<file path="src/rtl/uart_tx_sched_if.sv">
// Bundle of the two requester handshakes, the uart_tx drive lines and status flags.
// "slave" is the scheduler's view; "master" is the requester/transmitter side.
interface uart_tx_sched_if;
  logic       req0;
  logic [7:0] data0;
  logic       grant0;
  logic       req1;
  logic [7:0] data1;
  logic       grant1;
  logic [7:0] tx_in;
  logic       tx_send;
  logic       tx_done;
  logic       busy;
  logic       err;

  modport slave (
    input  req0, data0, req1, data1, tx_done,
    output grant0, grant1, tx_in, tx_send, busy, err
  );

  modport master (
    output req0, data0, req1, data1, tx_done,
    input  grant0, grant1, tx_in, tx_send, busy, err
  );
endinterface

</file>
<file path="src/rtl/uart_tx_sched.sv">
// Round-robin sharing of one uart_tx between two byte requesters, with an
// enforced inter-byte gap and a sticky watchdog on a missing tx_done.
module uart_tx_sched #(
  parameter int GAP_CYCLES = 2,
  parameter int TIMEOUT    = 4096
) (
  input  logic             clk,
  input  logic             rst_n,
  uart_tx_sched_if.slave   io_sched
);

  localparam int             TW       = (TIMEOUT > 1) ? $clog2(TIMEOUT) : 1;
  localparam logic [TW-1:0]  TO_LAST  = TW'(TIMEOUT - 1);
  localparam logic [7:0]     GAP_LOAD = 8'(GAP_CYCLES - 1);

  typedef enum logic [1:0] {S_IDLE, S_SEND, S_WAIT, S_GAP} state_t;

  state_t        r_state;
  state_t        w_state_next;
  logic          r_last;
  logic [7:0]    r_tx_in;
  logic [TW-1:0] r_to_cnt;
  logic [7:0]    r_gap_cnt;
  logic          r_err;

  logic          w_any_req;
  logic          w_pick;
  logic          w_expired;
  logic          w_busy;
  logic          w_send;
  logic          w_grant0;
  logic          w_grant1;

  // On a tie the requester not served last wins; r_last resets to 1 so 0 wins first.
  assign w_any_req = io_sched.req0 | io_sched.req1;
  assign w_pick    = (io_sched.req0 && io_sched.req1) ? ~r_last : io_sched.req1;
  assign w_expired = (r_to_cnt == TO_LAST);

  always_ff @(posedge clk) begin
    if (!rst_n) begin
      r_state <= S_IDLE;
    end else begin
      r_state <= w_state_next;
    end
  end

  always_comb begin
    w_state_next = r_state;
    case (r_state)
      S_IDLE: if (w_any_req) w_state_next = S_SEND;
      S_SEND: w_state_next = S_WAIT;
      S_WAIT: if (io_sched.tx_done || w_expired) w_state_next = S_GAP;
      S_GAP:  if (r_gap_cnt == 8'd0) w_state_next = S_IDLE;
      default: w_state_next = S_IDLE;
    endcase
  end

  always_ff @(posedge clk) begin
    if (!rst_n) begin
      r_last    <= 1'b1;
      r_tx_in   <= 8'h00;
      r_to_cnt  <= '0;
      r_gap_cnt <= 8'd0;
      r_err     <= 1'b0;
    end else begin
      case (r_state)
        S_IDLE: begin
          if (w_any_req) begin
            r_tx_in <= w_pick ? io_sched.data1 : io_sched.data0;
            r_last  <= w_pick;
          end
        end
        S_SEND: r_to_cnt <= '0;
        S_WAIT: begin
          // A done arriving in the expiry cycle still counts as a clean completion.
          if (io_sched.tx_done) begin
            r_gap_cnt <= GAP_LOAD;
          end else if (w_expired) begin
            r_err     <= 1'b1;
            r_gap_cnt <= GAP_LOAD;
          end else begin
            r_to_cnt  <= r_to_cnt + TW'(1);
          end
        end
        S_GAP: if (r_gap_cnt != 8'd0) r_gap_cnt <= r_gap_cnt - 8'd1;
        default: ;
      endcase
    end
  end

  // Outputs decode registered state only, so no input reaches an output combinationally.
  always_comb begin
    w_busy   = (r_state != S_IDLE);
    w_send   = (r_state == S_SEND);
    w_grant0 = w_send & ~r_last;
    w_grant1 = w_send &  r_last;
  end

  assign io_sched.busy    = w_busy;
  assign io_sched.tx_send = w_send;
  assign io_sched.grant0  = w_grant0;
  assign io_sched.grant1  = w_grant1;
  assign io_sched.tx_in   = r_tx_in;
  assign io_sched.err     = r_err;

endmodule

</file>
<file path="src/flat_wrapper.sv">
// flat-port wrapper written by rule: the top's interface ports become plain ports
module uart_tx_sched_flat 
#(
  parameter int GAP_CYCLES = 2,
  parameter int TIMEOUT    = 4096
)
  (clk, rst_n, io_sched_req0, io_sched_data0, io_sched_req1, io_sched_data1, io_sched_tx_done, io_sched_grant0, io_sched_grant1, io_sched_tx_in, io_sched_tx_send, io_sched_busy, io_sched_err);
  uart_tx_sched_if io_sched_i ();
  input  logic clk;
  input  logic rst_n;
  input wire logic [$bits(io_sched_i.req0)-1:0] io_sched_req0;
  input wire logic [$bits(io_sched_i.data0)-1:0] io_sched_data0;
  input wire logic [$bits(io_sched_i.req1)-1:0] io_sched_req1;
  input wire logic [$bits(io_sched_i.data1)-1:0] io_sched_data1;
  input wire logic [$bits(io_sched_i.tx_done)-1:0] io_sched_tx_done;
  output wire logic [$bits(io_sched_i.grant0)-1:0] io_sched_grant0;
  output wire logic [$bits(io_sched_i.grant1)-1:0] io_sched_grant1;
  output wire logic [$bits(io_sched_i.tx_in)-1:0] io_sched_tx_in;
  output wire logic [$bits(io_sched_i.tx_send)-1:0] io_sched_tx_send;
  output wire logic [$bits(io_sched_i.busy)-1:0] io_sched_busy;
  output wire logic [$bits(io_sched_i.err)-1:0] io_sched_err;
  assign io_sched_i.req0 = io_sched_req0;
  assign io_sched_i.data0 = io_sched_data0;
  assign io_sched_i.req1 = io_sched_req1;
  assign io_sched_i.data1 = io_sched_data1;
  assign io_sched_i.tx_done = io_sched_tx_done;
  assign io_sched_grant0 = io_sched_i.grant0;
  assign io_sched_grant1 = io_sched_i.grant1;
  assign io_sched_tx_in = io_sched_i.tx_in;
  assign io_sched_tx_send = io_sched_i.tx_send;
  assign io_sched_busy = io_sched_i.busy;
  assign io_sched_err = io_sched_i.err;
  uart_tx_sched #(.GAP_CYCLES(GAP_CYCLES), .TIMEOUT(TIMEOUT)) u_core (.clk(clk), .rst_n(rst_n), .io_sched(io_sched_i));
endmodule
</file>
<file path="config.mk">
export PLATFORM = sky130hd
export DESIGN_NAME = uart_tx_sched_flat
export DESIGN_NICKNAME = d
export VERILOG_FILES = /design/src/rtl/uart_tx_sched_if.sv /design/src/rtl/uart_tx_sched.sv /design/src/flat_wrapper.sv
export SDC_FILE = /design/constraint.sdc
export NUM_CORES = 1
export LEC_CHECK = 0
export BUFFER_PORTS_ARGS = -buffer_cell sky130_fd_sc_hd__buf_2
export CAP_MARGIN = 25
export CORE_MARGIN = 1
export CORE_UTILIZATION = 49
export DETAILED_ROUTE_END_ITERATION = 16
export PLACE_DENSITY = 0.78
export SYNTH_ARGS = -nofsm -noshare
export SYNTH_HDL_FRONTEND = slang
export SYNTH_SLANG_ARGS = --single-unit
</file>
<file path="constraint.sdc">
create_clock -name clk -period 2 [get_ports clk]
set_clock_uncertainty 0.1 [all_clocks]
set_input_delay 0.2 -clock clk [delete_from_list [all_inputs] [get_ports clk]]
set_output_delay 0.2 -clock clk [all_outputs]
set_load 0.01 [all_outputs]
</file>
## Word level (Yosys, flattened, before mapping)

Index checks and enable logic that the tools add are counted.

| word-level totals | value |
|---|---|
| bits in registers | 32 |
| memory bits (writable) | 0 |
| bits in read-only memories | 0 |
| memories kept | 0 |
| input bits | 21 |
| output and inout bits | 13 |
| word-level logic and storage cells | 50 |
| bits in latches | 0 |

| cells by class | value |
|---|---|
| equal/unequal tests | 11 |
| add/subtract/negate cells | 2 |
| div/mod/pow operators | 0 |
| shift operators | 0 |
| reduce and logical (&&, ||, !) cells | 13 |
| bitwise logic cells | 5 |
| mux-type cells | 13 |
| $mul | 0 |
| $lt $le $gt $ge | 0 |

Operator list:

| operator | count |
|---|---|
| $mux W8 | 4 |
| $mux W12 | 2 |
| $pmux W12 S2 | 1 |
| $pmux W8 S2 | 1 |
| $add A12 B1 Y12 const B | 1 |
| $eq A12 B12 Y1 const B | 1 |
| $reduce_and A3 Y1 | 4 |
| $logic_not A8 Y1 | 1 |
| $ne A2 B1 Y1 const B | 4 |
| $pmux W2 S4 | 1 |
| $reduce_bool A8 Y1 | 1 |
| $sub A8 B1 Y8 const B | 1 |
| $mux W2 | 3 |
| $reduce_bool A2 Y1 | 3 |
| $eq A2 B2 Y1 const B | 2 |
| $ne A2 B2 Y1 const B | 2 |
| $ne A3 B2 Y1 const B | 1 |
| $and A1 B1 Y1 | 2 |
| $eq A2 B1 Y1 const B | 1 |
| $logic_not A2 Y1 | 1 |
| $not A1 Y1 | 2 |
| $reduce_and A2 Y1 | 1 |
| $logic_and A1 B1 Y1 | 1 |
| $logic_or A1 B1 Y1 | 1 |
| other kinds (2) | 2 |

## Depth between registers and ports, before layout

| depth | value |
|---|---|
| word-level depth | 4 |
| mapped depth | 7 |
| mapped depth without buffers | 6 |

## Least setup slack after synthesis

OpenSTA, ideal clock, no wires.

| path | value |
|---|---|
| path type | register to register |
| start | reg u_core.r_state[1] |
| end | reg u_core.r_to_cnt[11] |
| cell stages (with the launch flop) | 7 |
| arrival time | 1.799 ns |
| data required time | 1.772 ns |
| clock period less this slack | 2.026 ns |
| slack | -0.026 ns |
| buffers on the path | 0 |
| library setup time | 0.128 ns |
| cells stage by stage | dfxtp_1 > inv_1 > ha_1 > nor2b_1 > nor4_1 > or4_1 > a21oi_1 |

| between the ends | value |
|---|---|
| longest elaborated chain between the ends | 3 |
| elaborated cells between the ends (all ways) | 7 |
| classes of those cells | eq/ne: 4; mux: 1; reduce/logical: 2 |

RTL lines:

| item | RTL line | source |
|---|---|---|
| start, declared | uart_tx_sched.sv:18 | `state_t r_state;` |
| start signal, assigned | uart_tx_sched.sv:43 | `r_state <= w_state_next;` |
| $eq A2 B1 Y1 * | - |  |
| net io_sched_tx_send | flat_wrapper.sv:19 | `output wire logic [$bits(io_sched_i.tx_send)-1:0] io_sched_tx_send;` |
| $reduce_bool A2 Y1 (no line) | - |  |
| $reduce_and A3 Y1 (no line) | - |  |
| end signal, assigned | uart_tx_sched.sv:82 | `r_to_cnt <= r_to_cnt + TW'(1);` |
| end, declared | uart_tx_sched.sv:22 | `logic [TW-1:0] r_to_cnt;` |

Mark *: on every way through the listed nets, which the timed path passes. The rest lies on a longest branch.
A chain may end at the register's enable or synchronous reset.

## Worst setup path in the final report

| path | value |
|---|---|
| start | reg u_core.r_gap_cnt[2] |
| end | reg u_core.r_gap_cnt[7] |

| between the ends | value |
|---|---|
| longest elaborated chain between the ends | 3 |
| elaborated cells between the ends (all ways) | 6 |
| classes of those cells | add/sub: 1; eq/ne: 1; mux: 2; reduce/logical: 2 |

RTL lines:

| item | RTL line | source |
|---|---|---|
| start, declared | uart_tx_sched.sv:23 | `logic [7:0] r_gap_cnt;` |
| start signal, assigned | uart_tx_sched.sv:85 | `S_GAP: if (r_gap_cnt != 8'd0) r_gap_cnt <= r_gap_cnt - 8'd1;` |
| $sub A8 B1 Y8 / $reduce_bool A8 Y1 (equally long branches) | uart_tx_sched.sv:85 |  |
| $mux W8 / $ne A2 B1 Y1 (equally long branches) | - |  |
| $pmux W8 S2 / $reduce_and A3 Y1 (equally long branches) | - |  |

Parallel ways exist; a longest one is shown, timed or not. The select of a mux whose other input is x is not followed.

==> impl_metrics.yaml <==
run_status:
  status: "finished clean"
worst_setup_path:
  worstPathBufferInverterCount: 0
  worst_path_most_repeated_cell: "sky130_fd_sc_hd__or4_4"
  worst-setup-path-type: "reg2reg"
  max_stage_delay_ns: 0.53
  worst_ep_arrival_time_ns: 2.16
  wp_data_required_ns: 2.19
  crit_path_max_fanout: 2
  startpoint: "u_core.r_gap_cnt[2]"
  setup.worst_path.end_class: "flip-flop"
  worst_r2r_startpoint: "u_core.r_gap_cnt[2]"
  worstSetupStartpointType: "flip-flop"
  cpMaxStageDelayCell: "sky130_fd_sc_hd__or4_4"
  r2r_cells: 4
  worstSetupPathDepth: 4
  crit_family: "simple AND/OR/NAND/NOR gates"
  path_cells: "or4_4 > or4_4 > or4_1 > a21oi_1"
detailed_routing:
  drt-pass1-iter-count: 4
  vias_per_instance: 5.70
  detail_route.wirelength.met1_um: 1830
  routed.top_layer: "met4"
  totalWireLength_um: 3990
  route.vias.total: 1716
  drc_violation_count_after_routing: 0
  met2WireLength_um: 1910
  drt-wirelength-per-cell_um: 13.2
  antenna_violating_nets_post_route: 0
  wl_met3_um: 173
  first_iter_violations: 65
clock_network:
  h_tree_levels: 2
  num_cts_buffers: 5
  clk_root_buffer_cell: "sky130_fd_sc_hd__clkbuf_4"
  tritoncts: "done"
  clk_latency_ns: 0.34
  clock_sink_count: 32
  clkTransAtPathRegs_ns: 0.10
  hold_fix_buffer_count_after_cts: 0
  max-clock-path-buffers: 2
logic_synthesis:
  synth_fa_ha_area_share_pct: 5.24
  yosysWarnings: 0
  synth_top_cell_by_area: "sky130_fd_sc_hd__dfxtp_1"
  post_synthesis_register_bit_count: 32
  synth.cell_area_um2: 1670
  main_combinational_cell_family_by_area_after_synthesis: "simple AND/OR/NAND/NOR gates"
  synth.area.top_cells: "sky130_fd_sc_hd__dfxtp_1, sky130_fd_sc_hd__a21oi_1, sky130_fd_sc_hd__mux2i_1"
  post_synth.cell_area_avg_um2: 8.65
  yosys.area_share.xor_xnor_pct: 0
  synth-compound-area-share_pct: 22.4
  yosysSeqAreaShare_pct: 38.4
  synth-edff-count: 0
  mappedNetlistNets: 221
  synth_cells: 193
  synth.mux.area_fraction_pct: 5.39
  netlist_top_cells_count: "sky130_fd_sc_hd__dfxtp_1, sky130_fd_sc_hd__a21oi_1, sky130_fd_sc_hd__nor2_1"
  post_synth_num_cell_types: 38
  post_synth_arst_share_pct: 0
  synth.most_common_cell: "sky130_fd_sc_hd__dfxtp_1"
  post-synth-top-area-fraction_pct: 38.4
  synthSimpleGateAreaFrac_pct: 24.8
  synth_ff_type: "sky130_fd_sc_hd__dfxtp_1"
timing:
  final-max-slew-violation-count: 0
  post-route-period-util_pct: 98.7
  fin_worst_hold_slack_ns: 0.0272
  min_cycle_time_layout_ns: 1.97
  finalHoldViolations: 0
  rsz_0062_raised_after_global_routing: "yes"
  pin_slew_with_the_least_headroom_to_its_limit_ns: 0.408
  worst_case_headroom_to_the_max_slew_limit_pct: 72.8
  report.final.setup_viol: 0
  achievable-frequency_ghz: 0.507
  finalSetupTns_ns: 0
min_path:
  hold_class: "in2reg"
  min_path_cells: 2
  holdCritStartpoint: "rst_n"
floorplan:
  floorplan.die.width_um: 60.4
  die_footprint_um2: 3650
  dieHeight_um: 60.4
  fp-row-count: 20
  coreArea_um2: 3150
  floorplan.initialDensity_pct: 53.0
  floorplan.io_pins: 34
power:
  vdd_drop_max_mv: 0.974
  power-per-cell-area_nw_per_um2: 1220
  power.total_uw: 2700
  leakage_uw: 0.000916
run:
  max_cap_viol_count: 0
placed_design:
  io_buffers: 33
  gpl.final_weighted_congestion: 0.860
  place_area_um2: 2080
  dp_hpwl_um: 2930
layout:
  layout.nets: 284
  layout-drive-gt1-share_pct: 35.8
  number_of_diodes: 0
  syn2layout_area_growth_pct: 33.2
  postLayoutCoreUtil_pct: 70.6
  fillCellCount: 256
  layout.cell_area.non_filler_um2: 2220
global_routing:
  grt.overflow.total: 0
  globalRouteTotalUtil_pct: 24.5
  vias_in_the_first_global_route: 1519
  grt_start_max_net_pins: 17
  initial_antenna_violation_count: 0
  grt_first_pass_wirelength_um: 6530
kinds of logic after synthesis:
group                    after synthesis
buffers and inverters                 17
multiplexers                           9
AO/OA/AOI/OAI                         57
adder cells (fa/ha/maj)                7
AND/OR/NAND/NOR                       71
flip-flops                            32
repair_timing:
action | in CTS | in global routing
pin swaps | 0 | 7
resized for setup | 4 | 21
endpoints found under the setup margin | 5 | 9
setup buffers | 0 | 1
area by class of cell:
type / count / area [um2] / area share, %
multi-input combinational: 144 / 1030 / 46.2
sequential: 32 / 651 / 29.2
timing repair buffer: 62 / 390 / 17.5
clock buffer: 8 / 58.8 / 2.64
tap: 44 / 55.1 / 2.47
inverter: 11 / 41.3 / 1.86
worst reg2reg max path, cell delays in order (launching register included):
cell and delay, ns:
sky130_fd_sc_hd__dfxtp_2 0.33, sky130_fd_sc_hd__or4_4 0.53, sky130_fd_sc_hd__or4_4 0.42, sky130_fd_sc_hd__or4_1 0.40, sky130_fd_sc_hd__a21oi_1 0.12
metal layers:
layer	up-vias	track usage, %
met1	810	29.2
li1	862	-
met2	39	41.1
met3	5	7.68
met4	0	8.97
met5	-	0
state kept, by name, indices dropped and copies added, names as in the netlist:
signal and cells:
u_core.r_to_cnt 12, u_core.io_sched.tx_in 8, u_core.r_gap_cnt 8, u_core.r_state 2, u_core.io_sched.err 1, u_core.r_last 1
path summary, 6_finish.rpt:
kind | slack (ns) | to
setup / recovery | 0.03 | u_core.r_gap_cnt[7]
hold / removal | 0.03 | u_core.r_last
setup reg to reg | 0.03 | u_core.r_gap_cnt[7]
hold reg to reg | 0.39 | u_core.io_sched.err
through the flow:
step,worst slack [ns],instances
3_5_place_dp,-0.0911,292
2_1_floorplan,0.0305,193
3_3_place_gp,0.0357,292
6_report,0.0262,301
4_1_cts,0.00232,300
5_1_grt,-0.0101,301
report_power, final:
group          switching (uW)  internal [uW]  total [uW]
registers                 128            802         930
clock network             222            173         395
logic                     678            700        1380
cells in the final DEF (no fill, tap or decap), types with 2 or more instances in the layout:
cell type                  instances
sky130_fd_sc_hd__ha_4              2
sky130_fd_sc_hd__ha_1              4
sky130_fd_sc_hd__or4_4             3
sky130_fd_sc_hd__inv_1            10
sky130_fd_sc_hd__o31a_1            3
sky130_fd_sc_hd__or3_1             4
sky130_fd_sc_hd__clkbuf_1          2
sky130_fd_sc_hd__clkbuf_4          5
sky130_fd_sc_hd__nand2_1           9
sky130_fd_sc_hd__dfxtp_1          24
sky130_fd_sc_hd__nor2_1           15
sky130_fd_sc_hd__nor2b_4           2
sky130_fd_sc_hd__a21oi_1          18
sky130_fd_sc_hd__nand4_1           2
sky130_fd_sc_hd__or4_1             9
sky130_fd_sc_hd__dfxtp_2           8
sky130_fd_sc_hd__or3_2             2
sky130_fd_sc_hd__and3_1            2
sky130_fd_sc_hd__o31ai_1          12
sky130_fd_sc_hd__o21ai_0           5
sky130_fd_sc_hd__mux2i_1           9
sky130_fd_sc_hd__nor4_1            2
sky130_fd_sc_hd__nand3_1           7
sky130_fd_sc_hd__a211oi_1         10
sky130_fd_sc_hd__buf_4            27
sky130_fd_sc_hd__buf_2            33
sky130_fd_sc_hd__buf_6             2
sky130_fd_sc_hd__nand2b_1          2
sky130_fd_sc_hd__nor3_1            2
Power figures use the tool's default switching activity.
